<file path="src/rtl/truth_table_scanner_pkg.sv">
// Shared types and sizes for the truth-table scanner and its settle timer.
package truth_scan_pkg;

  localparam int NUM_VEC = 8;
  localparam int IDX_W   = 3;
  localparam int CNT_W   = 4;

  typedef enum logic [1:0] {
    IDLE   = 2'd0,
    DRIVE  = 2'd1,
    SAMPLE = 2'd2,
    DONE   = 2'd3
  } scan_state_e;

  typedef struct packed {
    logic b;
    logic a;
    logic c;
  } abc_t;

  // Vector index maps onto the function inputs as {b,a,c} = idx.
  function automatic abc_t idx_to_vec(input logic [IDX_W-1:0] idx);
    abc_t v;
    v.b = idx[2];
    v.a = idx[1];
    v.c = idx[0];
    return v;
  endfunction

endpackage

</file>
<file path="src/rtl/truth_table_scanner_settle_timer.sv">
// Down-counter that holds each vector for a programmable number of extra cycles.
module scan_settle_timer
  import truth_scan_pkg::*;
(
  input  logic             clk,
  input  logic             rst_n,
  input  logic             load,
  input  logic [CNT_W-1:0] value,
  output logic             expired
);

  logic [CNT_W-1:0] cnt;

  always_ff @(posedge clk or negedge rst_n) begin
    if (!rst_n) begin
      cnt <= '0;
    end else if (load) begin
      cnt <= value;
    end else if (cnt != '0) begin
      cnt <= cnt - CNT_W'(1);
    end
  end

  assign expired = (cnt == '0);

endmodule

</file>
<file path="src/rtl/truth_table_scanner.sv">
// Sequencer that walks all eight inputs of a 3-input function, captures y and grades it.
module truth_table_scanner
  import truth_scan_pkg::*;
#(
  parameter int SETTLE_CYCLES = 1
) (
  input  logic               clk,
  input  logic               rst_n,
  input  logic               start,
  input  logic               abort,
  input  logic [NUM_VEC-1:0] expected,
  output logic               dut_a,
  output logic               dut_b,
  output logic               dut_c,
  input  logic               dut_y,
  output logic               busy,
  output logic               done,
  output logic [NUM_VEC-1:0] table_out,
  output logic               pass,
  output logic [CNT_W-1:0]   mismatch_cnt,
  output logic [IDX_W-1:0]   first_bad
);

  scan_state_e        state, state_nxt;
  logic [IDX_W-1:0]   idx;
  logic [NUM_VEC-1:0] exp_q;
  abc_t               vec;
  logic               accept;
  logic               last;
  logic               load;
  logic               expired;

  assign accept = (state == IDLE) && start && !abort;
  assign last   = (idx == IDX_W'(NUM_VEC - 1));

  scan_settle_timer u_timer (
    .clk     (clk),
    .rst_n   (rst_n),
    .load    (load),
    .value   (CNT_W'(SETTLE_CYCLES)),
    .expired (expired)
  );

  always_ff @(posedge clk or negedge rst_n) begin
    if (!rst_n) state <= IDLE;
    else        state <= state_nxt;
  end

  always_comb begin
    state_nxt = state;
    case (state)
      IDLE:    if (accept) state_nxt = DRIVE;
      DRIVE:   if (abort) state_nxt = IDLE;
               else if (expired) state_nxt = SAMPLE;
      SAMPLE:  if (abort) state_nxt = IDLE;
               else if (last) state_nxt = DONE;
               else state_nxt = DRIVE;
      DONE:    state_nxt = IDLE;
      default: state_nxt = IDLE;
    endcase
  end

  // The timer is reloaded whenever a fresh vector is about to be driven.
  always_comb begin
    busy = 1'b0;
    load = 1'b0;
    case (state)
      IDLE:    load = accept;
      DRIVE:   busy = 1'b1;
      SAMPLE:  begin
        busy = 1'b1;
        load = !abort && !last;
      end
      default: begin
        busy = 1'b0;
        load = 1'b0;
      end
    endcase
  end

  always_ff @(posedge clk or negedge rst_n) begin
    if (!rst_n) begin
      idx          <= '0;
      exp_q        <= '0;
      vec          <= '0;
      table_out    <= '0;
      mismatch_cnt <= '0;
      first_bad    <= '0;
      pass         <= 1'b0;
      done         <= 1'b0;
    end else begin
      done <= 1'b0;
      case (state)
        IDLE: begin
          if (accept) begin
            exp_q        <= expected;
            table_out    <= '0;
            mismatch_cnt <= '0;
            first_bad    <= '0;
            idx          <= '0;
            vec          <= idx_to_vec('0);
          end
        end
        DRIVE, SAMPLE: begin
          if (abort) begin
            vec          <= '0;
            table_out    <= '0;
            mismatch_cnt <= '0;
            first_bad    <= '0;
            pass         <= 1'b0;
          end else if (state == SAMPLE) begin
            table_out[idx] <= dut_y;
            if (dut_y != exp_q[idx]) begin
              mismatch_cnt <= mismatch_cnt + CNT_W'(1);
              if (mismatch_cnt == '0) first_bad <= idx;
            end
            if (!last) begin
              idx <= idx + IDX_W'(1);
              vec <= idx_to_vec(idx + IDX_W'(1));
            end
          end
        end
        DONE: begin
          vec <= '0;
          if (abort) begin
            table_out    <= '0;
            mismatch_cnt <= '0;
            first_bad    <= '0;
            pass         <= 1'b0;
          end else begin
            done <= 1'b1;
            pass <= (mismatch_cnt == '0);
          end
        end
        default: vec <= '0;
      endcase
    end
  end

  assign dut_a = vec.a;
  assign dut_b = vec.b;
  assign dut_c = vec.c;

endmodule

</file>
<file path="config.mk">
export PLATFORM = sky130hd
export DESIGN_NAME = truth_table_scanner
export DESIGN_NICKNAME = d
export VERILOG_FILES = /design/src/rtl/truth_table_scanner_pkg.sv /design/src/rtl/truth_table_scanner_settle_timer.sv /design/src/rtl/truth_table_scanner.sv
export SDC_FILE = /design/constraint.sdc
export NUM_CORES = 1
export LEC_CHECK = 0
export ABC_AREA = 1
export CAP_MARGIN = 20
export CORE_MARGIN = 4
export CORE_UTILIZATION = 57
export CTS_CLUSTER_SIZE = 12
export DETAILED_ROUTE_END_ITERATION = 10
export PLACE_DENSITY = 0.87
export SLEW_MARGIN = 15
export SYNTH_ARGS = -nofsm -noshare
export SYNTH_HDL_FRONTEND = slang
export SYNTH_SLANG_ARGS = --single-unit
</file>
<file path="constraint.sdc">
create_clock -name clk -period 4.65 [get_ports clk]
set_input_delay 0.93 -clock clk [delete_from_list [all_inputs] [get_ports clk]]
set_output_delay 0.93 -clock clk [all_outputs]
set_load 0.02 [all_outputs]
</file>
### After elaboration in Yosys (flattened, before gate mapping)

Cells that the tools add are included.

| storage, ports and cells | value |
|---|---|
| bits in registers | 37 |
| latch bits | 0 |
| memory bits (writable) | 0 |
| memory bits (read-only) | 0 |
| input bits | 13 |
| output and inout port bits | 21 |
| logic and storage cells | 99 |
| memories kept | 0 |

| operators by class | value |
|---|---|
| add/subtract/negate cells | 3 |
| multiply operators | 0 |
| divide/modulo/power cells | 0 |
| $lt $le $gt $ge | 2 |
| equality and inequality tests | 16 |
| shift-type cells | 0 |
| mux-type cells | 44 |
| bitwise gates (word level) | 0 |
| reductions and logical operators | 22 |

Operator list:

| operator | number |
|---|---|
| two-way mux 8 bit | 4 |
| two-way mux 3 bit | 10 |
| two-way mux 4 bit | 7 |
| one-hot mux 8 bit (3 select lines) | 1 |
| one-hot mux 3 bit (3 select lines) | 2 |
| one-hot mux 4 bit (3 select lines) | 1 |
| two-way mux 2 bit | 5 |
| AND reduction 5 bit | 2 |
| != test 3 x 1 -> 1 bit, second input constant | 3 |
| bitwise mux 8 bit | 1 |
| logical NOT 4 bit | 2 |
| != test 2 bit, second input constant | 4 |
| one-hot mux 2 bit (4 select lines) | 1 |
| two-way mux 1 bit | 7 |
| != test 3 bit, second input constant | 2 |
| one-hot mux 3 bit (2 select lines) | 1 |
| AND reduction 2 bit | 3 |
| AND reduction 3 bit | 2 |
| nonzero test 2 bit | 3 |
| adder 4 x 1 -> 4 bit, second input constant | 1 |
| equality test 2 bit, second input constant | 2 |
| logical AND 1 bit | 4 |
| < comparator 3 x 4 -> 1 bit, second input constant | 1 |
| != test 2 x 1 -> 1 bit, second input constant | 2 |
| 14 further kinds | 16 |

### Depth between registers and ports, before layout

Gate-level depths: netlist of the first run.

| logic depth | value |
|---|---|
| depth after elaboration | 8 |
| gate-level depth with buffers | 13 |

### Modules after synthesis

Synthesis of the first run repeated with hierarchy kept, for this count alone.

| unflattened totals | value |
|---|---|
| cells, all modules | 253 |
| area, all modules | 2098.3 um2 |

By module, submodules not included:

| module | instances | cells each | area an instance (um2) | seq. area each (um2) |
|---|---|---|---|---|
| truth_table_scanner | 1 | 219 | 1855.5 | 825.8 |
| scan_settle_timer | 1 | 34 | 242.7 | 100.1 |

### Worst setup path before layout of the first run

No wires, ideal clock.

| timing | value |
|---|---|
| path kind | flip-flop to output port |
| start | register state[0] |
| end | output busy |
| arrival time | 958 ps |
| required time | 3720 ps |
| slack | 2762 ps |
| stages on the path, launching flop included | 3 |
| cell sequence | dfrtp_1 inv_1 ha_1 |

| on the way | value |
|---|---|
| longest elaborated chain between the ends | 3 |

RTL lines:

| element | RTL line | RTL |
|---|---|---|
| start, declared | truth_table_scanner.sv:24 | `scan_state_e state, state_nxt;` |
| start signal, assigned | truth_table_scanner.sv:46 | `else state <= state_nxt;` |
| equality test 2 bit or equality test 2 x 1 -> 1 bit (tied branches) | truth_table_scanner.sv:67 | `case (state)` |
| OR reduction 2 bit (no source line) (*) | -- |  |
| two-way mux 1 bit (*) | truth_table_scanner.sv:67 |  |
| end, declared | truth_table_scanner.sv:16 | `output logic busy,` |

Every way passes the cells marked *; elsewhere a longest branch is shown, timed or not.

### Final worst setup path of the first run

Ends and elaborated chain as after synthesis.

==> flow_summary.json, run 1 <==
{
  "io_pins": 34,
  "worst_ep_arrival_time_ns": 1.91,
  "timing.max_cap.violations": 0,
  "grt_start_max_net_pins": 38,
  "initial_core_util_pct": 61.1,
  "cts_max_path_buffers": 2,
  "antenna_violations_before_repair": 0,
  "synthFlopType": "sky130_fd_sc_hd__dfrtp_1",
  "critical-path-max-stage-delay_ns": 0.66,
  "design.final.nets": 296,
  "floorplan.die.height_um": 68.8,
  "dp_hpwl_um": 3000,
  "synth_nets": 260,
  "mappedNetlistArea_sq_um": 2100,
  "worstPathMaxFanout": 6,
  "port-buffer-count": 33,
  "root_buffer": "sky130_fd_sc_hd__clkbuf_8",
  "final-max-slew-violation-count": 0,
  "fraction_of_the_yosys_area_taken_by_sequential_cells_pct": 44.0,
  "clock_sinks": 37,
  "yosys_warning_total": 0,
  "final_layout_size_suffix_gt1_share_pct": 15.7,
  "ir_drop_worst_vdd_uv": 389,
  "drc_errors": 0,
  "post_drt_via_cell_ratio": 5.26,
  "critical_path.endpoint_type": "primary output",
  "cellPowerDensity_nw_per_um2": 616,
  "syn2layout_area_growth_pct": 20.3,
  "synth_top_cell_area_share_pct": 44.0,
  "ctsHoldBuffers": 0,
  "layout.core_utilization_pct": 73.6,
  "final.setup.tns_ns": 0,
  "yosys.area.top_type": "sky130_fd_sc_hd__dfrtp_1",
  "placed_cell_area_sq_um": 2450,
  "post_cts.repair.setup_buffers": 0,
  "die-area_sq_um": 4730,
  "compound_gate_portion_of_the_synthesized_area_pct": 13.7,
  "routed-via-count": 1683,
  "grt.total_usage_pct": 20.4,
  "critPathLaunchType": "flip-flop",
  "worst_pin_slew_ns": 0.448,
  "route.antenna.remaining_nets": 0,
  "grt_first_pass_wirelength_um": 7110,
  "p_leak_nw": 1.19,
  "grt_setup_unrepaired": "no",
  "worst_slew_margin_rel_pct": 70.1,
  "routed_wl_um": 4150,
  "crit_slowest_cell": "sky130_fd_sc_hd__clkdlybuf4s50_1",
  "htree_levels": 2,
  "post_synth_inst_count": 237,
  "grt_overflow_total": 0,
  "fp-row-count": 21,
  "post-route-period-util_pct": 61.1,
  "synth_xor_xnor_area_share_pct": 0.416,
  "path_clk_slew_ns": 0.07,
  "tritoncts": "built",
  "run_status": "finished, final reports clean",
  "firstDrtPassIters": 5,
  "finClkSkew_ns": 0.00308,
  "synth_area_per_cell_sq_um": 8.88,
  "post_synth_and_or_nand_nor_area_fraction_pct": 24.7,
  "fill_cells": 274,
  "top_count_cell_post_synth": "sky130_fd_sc_hd__nand2_1",
  "core_area_sq_um": 3440,
  "number_of_flops_mapped_to_enable_cells_by_yosys": 0,
  "setup_viol": 0,
  "hold_viol_final": 0,
  "path_cells": "inv_1 > ha_1 > clkdlybuf4s50_1",
  "max_freq_ghz": 0.352,
  "tritoncts.num_buffers": 5,
  "first_global_vias": 1641,
  "clock_insertion_delay_worst_skew_ns": 0.29,
  "synthTopCellsByCount": "46 x sky130_fd_sc_hd__nand2_1, 37 x sky130_fd_sc_hd__dfrtp_1, 32 x sky130_fd_sc_hd__inv_1",
  "muxShareOfSynthArea_pct": 2.14,
  "post_synthesis_share_of_cell_area_spent_on_full_adders_half_adders_and_majority_gates_pct": 5.95,
  "worst_hold_path_type": "reg -> reg",
  "wl_per_cell_um": 13.0,
  "synth_top_cells_by_area": "sky130_fd_sc_hd__dfrtp_1 44%, sky130_fd_sc_hd__nand2_1 8.2%, sky130_fd_sc_hd__ha_1 5.9%",
  "fp.dieW_um": 68.8,
  "place_congestion": 0.865,
  "critPathRequiredTime_ns": 3.72,
  "final_area_sq_um": 2530,
  "asyncSetResetFlopFracSynth_pct": 100,
  "drt_iter0_markers": 82,
  "synthDistinctLibCells": 34,
  "cts-resized-gates": 0,
  "count_of_antenna_diodes_in_the_layout": 0,
  "layout_min_cycle_time_ns": 2.84,
  "yosys_register_bits": 37,
  "criticalPathCategory": "reg -> out",
  "main_combinational_cell_family_by_area_after_synthesis": "simple AND/OR/NAND/NOR gates"
}
## path summary, 6_finish.rpt
| kind | to | startpoint | slack (ns) | cells past startpoint |
|---|---|---|---|---|
| worst max register to register | first_bad[0] | state[0] | 2.77 | 9 |
| worst min register to register | first_bad[2] | first_bad[2] | 0.48 | 2 |
| max in group asynchronous | mismatch_cnt[0] | rst_n | 3.27 | 2 |
| min in group asynchronous | exp_q[0] | rst_n | 1.06 | 2 |
| worst max-delay path | busy | state[0] | 1.81 | 3 |
| worst min-delay path | first_bad[2] | first_bad[2] | 0.48 | 2 |
## report_power, final
part / switching [mW] / internal (mW) / leakage [nW]
combinational: 0.513 / 0.318 / 0.673
sequential: 0.0836 / 0.431 / 0.477
clock: 0.113 / 0.104 / 0.0450
## cells in the final DEF, fill, tap and decap left out, types with 3 or more instances in the layout
| master | count |
|---|---|
| sky130_fd_sc_hd__nor4_1 | 4 |
| sky130_fd_sc_hd__o21ai_1 | 7 |
| sky130_fd_sc_hd__nand3_1 | 10 |
| sky130_fd_sc_hd__ha_1 | 10 |
| sky130_fd_sc_hd__nor2_1 | 17 |
| sky130_fd_sc_hd__clkdlybuf4s50_1 | 33 |
| sky130_fd_sc_hd__nand2_1 | 46 |
| sky130_fd_sc_hd__clkbuf_8 | 5 |
| sky130_fd_sc_hd__a21oi_1 | 17 |
| sky130_fd_sc_hd__dfrtp_1 | 37 |
| sky130_fd_sc_hd__mux2_1 | 4 |
| sky130_fd_sc_hd__o22ai_2 | 8 |
| sky130_fd_sc_hd__nand2_2 | 9 |
| sky130_fd_sc_hd__nand4_1 | 5 |
| sky130_fd_sc_hd__nand3_2 | 3 |
| sky130_fd_sc_hd__inv_2 | 4 |
| sky130_fd_sc_hd__inv_1 | 32 |
## critical path, delay by kind of cell, from the launching register on
family	cells	cell delay, ns
adder cells (fa/ha/maj)	1	0.45
buffers and inverters	2	0.78
flip-flops	1	0.40
## sequential cells by signal, summed over array words and instances, names as in the netlist
register      cells
exp_q             8
idx               3
first_bad         3
done              1
dut_c             1
state             2
pass              1
mismatch_cnt      4
u_timer.cnt       4
dut_a             1
table_out         8
dut_b             1
## cell families after synthesis
group / count (synthesis)
AOI/OAI and AO/OA: 40
and+or+nand+nor: 103
adders and majority gates: 10
muxes: 4
buffers and inverters: 42
DFF: 37
xor gates and xnor gates: 1
## through the flow
step	setup WS [ns]	instances	total power [mW]	hold slack [ns]
global placement	2.08	312	1.32	0.458
floorplan	2.76	237	1.15	0.465
CTS	1.80	320	1.57	0.483
finish	1.81	320	1.56	0.476
global route	1.73	320	1.69	0.506
detailed placement	2.00	312	1.35	0.465
## metal layers
layer / vias up / track usage (%) / wire length, um
met2: 44 / 32.5 / 1980
met1: 781 / 24.6 / 1790
met4: 0 / 12.2 / 142
li1: 843 / - / -
met3: 15 / 5.67 / 227
met5: - / 0 / 0
## final cells by class
class	count	area (sq um)	area share (%)
multi-input combinational	158	987	39.0
tap	46	57.6	2.27
clock inverter	2	10.0	0.395
timing repair buffer	34	338	13.3
clock buffer	6	72.6	2.87
sequential	37	926	36.6
inverter	37	141	5.58
No activity file was read; power rests on OpenSTA's default activity.
==> run 2: changes to the inputs <==
--- a/config.mk
+++ b/config.mk
@@ -8,10 +8,10 @@
 export ABC_AREA = 1
 export CAP_MARGIN = 20
 export CORE_MARGIN = 4
-export CORE_UTILIZATION = 57
+export CORE_UTILIZATION = 53
 export CTS_CLUSTER_SIZE = 12
 export DETAILED_ROUTE_END_ITERATION = 10
-export PLACE_DENSITY = 0.87
+export PLACE_DENSITY = 0.82
 export SLEW_MARGIN = 15
 export SYNTH_ARGS = -nofsm -noshare
 export SYNTH_HDL_FRONTEND = slang
==> constraint.sdc (replaced) <==
create_clock -name clk -period 2.7 [get_ports clk]
set_input_delay 0.54 -clock clk [delete_from_list [all_inputs] [get_ports clk]]
set_output_delay 0.54 -clock clk [all_outputs]
set_load 0.02 [all_outputs]
==> run 2 against run 1 <==
Non-clock buffer count increased by 1. Worst setup slack got worse by 1.4 ns. Final cell count increased by 0.94%. Highest routed layer unchanged. Global-route usage decreased by 2.8 points. Largest power group unchanged. Count of clock-buffer cells in the layout increased by 2. Combinational power increased by 78%.
==> flow_summary.json, run 2 (synthesis results as in run 1) <==
{
  "run_status": "finished, final reports clean",
  "post_layout_nonfiller_instances": 323,
  "tritoncts": "built",
  "tritoncts.num_buffers": 5,
  "p_leak_nw": 1.19,
  "clock_sinks": 37,
  "io_pins": 34,
  "criticalPathCategory": "reg -> out",
  "worst_ep_arrival_time_ns": 1.74,
  "drc_errors": 0,
  "setup_viol": 0,
  "routed_wl_um": 4190,
  "initial_core_util_pct": 56.2,
  "core_area_sq_um": 3740,
  "max_freq_ghz": 0.439,
  "grt_overflow_total": 0,
  "grt_first_pass_wirelength_um": 7020,
  "post-route-period-util_pct": 84.4,
  "drt_iter0_markers": 119,
  "worst_pin_slew_ns": 0.456,
  "dp.cells": 315,
  "hold_viol_final": 0,
  "die-area_sq_um": 5040,
  "power_frac_comb_pct": 54.2,
  "clock_insertion_delay_worst_skew_ns": 0.28,
  "first_global_vias": 1492,
  "design.final.nets": 297,
  "grt_setup_unrepaired": "no",
  "wl_per_cell_um": 13.0,
  "final-max-slew-violation-count": 0,
  "syn2layout_area_growth_pct": 20.7,
  "p_sw_mw": 1.24,
  "pwr-share-seq_pct": 32.8,
  "ctsHoldBuffers": 0,
  "post_cts.repair.setup_buffers": 0,
  "dp_hpwl_um": 3250,
  "layout_commonest_cell": "sky130_fd_sc_hd__nand2_1",
  "layout_min_cycle_time_ns": 2.28,
  "place_congestion": 0.986,
  "antenna_violations_before_repair": 0,
  "power.share.switching_pct": 45.5,
  "rrSetupSlack_ns": 0.80,
  "clock_power_share_pct": 13.0,
  "final.setup.tns_ns": 0,
  "critPathLaunchType": "flip-flop",
  "fp.dieW_um": 71.0,
  "path_clk_slew_ns": 0.06,
  "routed-via-count": 1659,
  "critical_path.endpoint_type": "primary output",
  "post_drt_via_cell_ratio": 5.14,
  "grt_start_max_net_pins": 38,
  "firstDrtPassIters": 4,
  "cts-resized-gates": 0,
  "post_route_worst_hold_slack_ns": 0.479,
  "htree_levels": 2,
  "finClkSkew_ns": 0.00209,
  "biggestRegsByFlops": "exp_q (8), table_out (8)",
  "worst_hold_path_type": "reg -> reg",
  "root_buffer": "sky130_fd_sc_hd__clkbuf_8",
  "ir_drop_worst_vdd_uv": 560,
  "floorplan.die.height_um": 71.0,
  "final_cell_mix": "46 x sky130_fd_sc_hd__nand2_1, 37 x sky130_fd_sc_hd__dfrtp_1, 33 x sky130_fd_sc_hd__clkdlybuf4s50_1",
  "port-buffer-count": 33,
  "timing.max_cap.violations": 0,
  "grt.total_usage_pct": 17.6,
  "power.internal_mw": 1.49,
  "route.antenna.remaining_nets": 0,
  "final_layout_size_suffix_gt1_share_pct": 15.3,
  "cellPowerDensity_nw_per_um2": 1070,
  "cts_max_path_buffers": 2,
  "worst_slew_margin_rel_pct": 69.6,
  "fp-row-count": 22,
  "worstPathMaxFanout": 4,
  "critPathRequiredTime_ns": 2.16,
  "count_of_antenna_diodes_in_the_layout": 0
}
-- run 2: cell types whose count changed in the layout (fill, tap and decap cells not counted), sizes merged --
cell	delta
buf	+1
clkbuf	+2
clkinv	-2
-- run 2: power groups by stage --
stage | Combinational (mW) | Sequential, mW | Clock [mW]
after CTS | 1.48 | 0.895 | 0.364
after global routing | 1.64 | 0.920 | 0.388
after floorplan | 1.04 | 0.934 | 0
final | 1.48 | 0.895 | 0.355
after detailed placement | 1.47 | 0.902 | 0
after global placement | 1.42 | 0.897 | 0
-- run 2: worst max-delay path, cell delays in order, from the launching register on --
cell                              delay, ns
sky130_fd_sc_hd__dfrtp_1               0.40
sky130_fd_sc_hd__inv_1                 0.12
sky130_fd_sc_hd__ha_1                  0.33
sky130_fd_sc_hd__clkdlybuf4s50_1       0.61
-- run 2: area by class of cell --
class / count / area (sq um)
repair buffers: 35 / 345
fillers: 336 / 1200
flip-flops and latches: 37 / 926
clock buffers: 8 / 80.1
multi-input cells: 158 / 987
inverters: 37 / 141
well taps: 48 / 60.1
-- run 2: path summary, 6_finish.rpt --
kind	from	to	depth (start not counted)
max	state[0]	busy	3
min	first_bad[2]	first_bad[2]	2
max reg2reg	state[0]	mismatch_cnt[0]	9
min reg2reg	first_bad[2]	first_bad[2]	2
max in group asynchronous	rst_n	first_bad[0]	2
min in group asynchronous	rst_n	exp_q[2]	2
-- run 2: metrics by stage --
stage	setup WS (ns)	total power [mW]	utilization (%)	instance area, sq um
3_5_place_dp	0.450	2.38	65.7	2460
6_report	0.422	2.73	67.8	2540
4_1_cts	0.410	2.74	67.8	2540
3_3_place_gp	0.495	2.32	65.7	2460
5_1_grt	0.370	2.95	67.8	2540
2_1_floorplan	0.964	1.98	-	2100
-- run 2: per-layer routing --
layer  part of all wire [%]  routed length, um  global-route usage [%]  vias to the layer above
met1                     45               1880                    23.8                      763
met3                    5.7                239                    4.12                        5
met4                    1.2                 51                    5.01                        0
li1                       -                  -                       -                      850
met2                     48               2020                    28.4                       41
met5                      0                  0                       0                        -
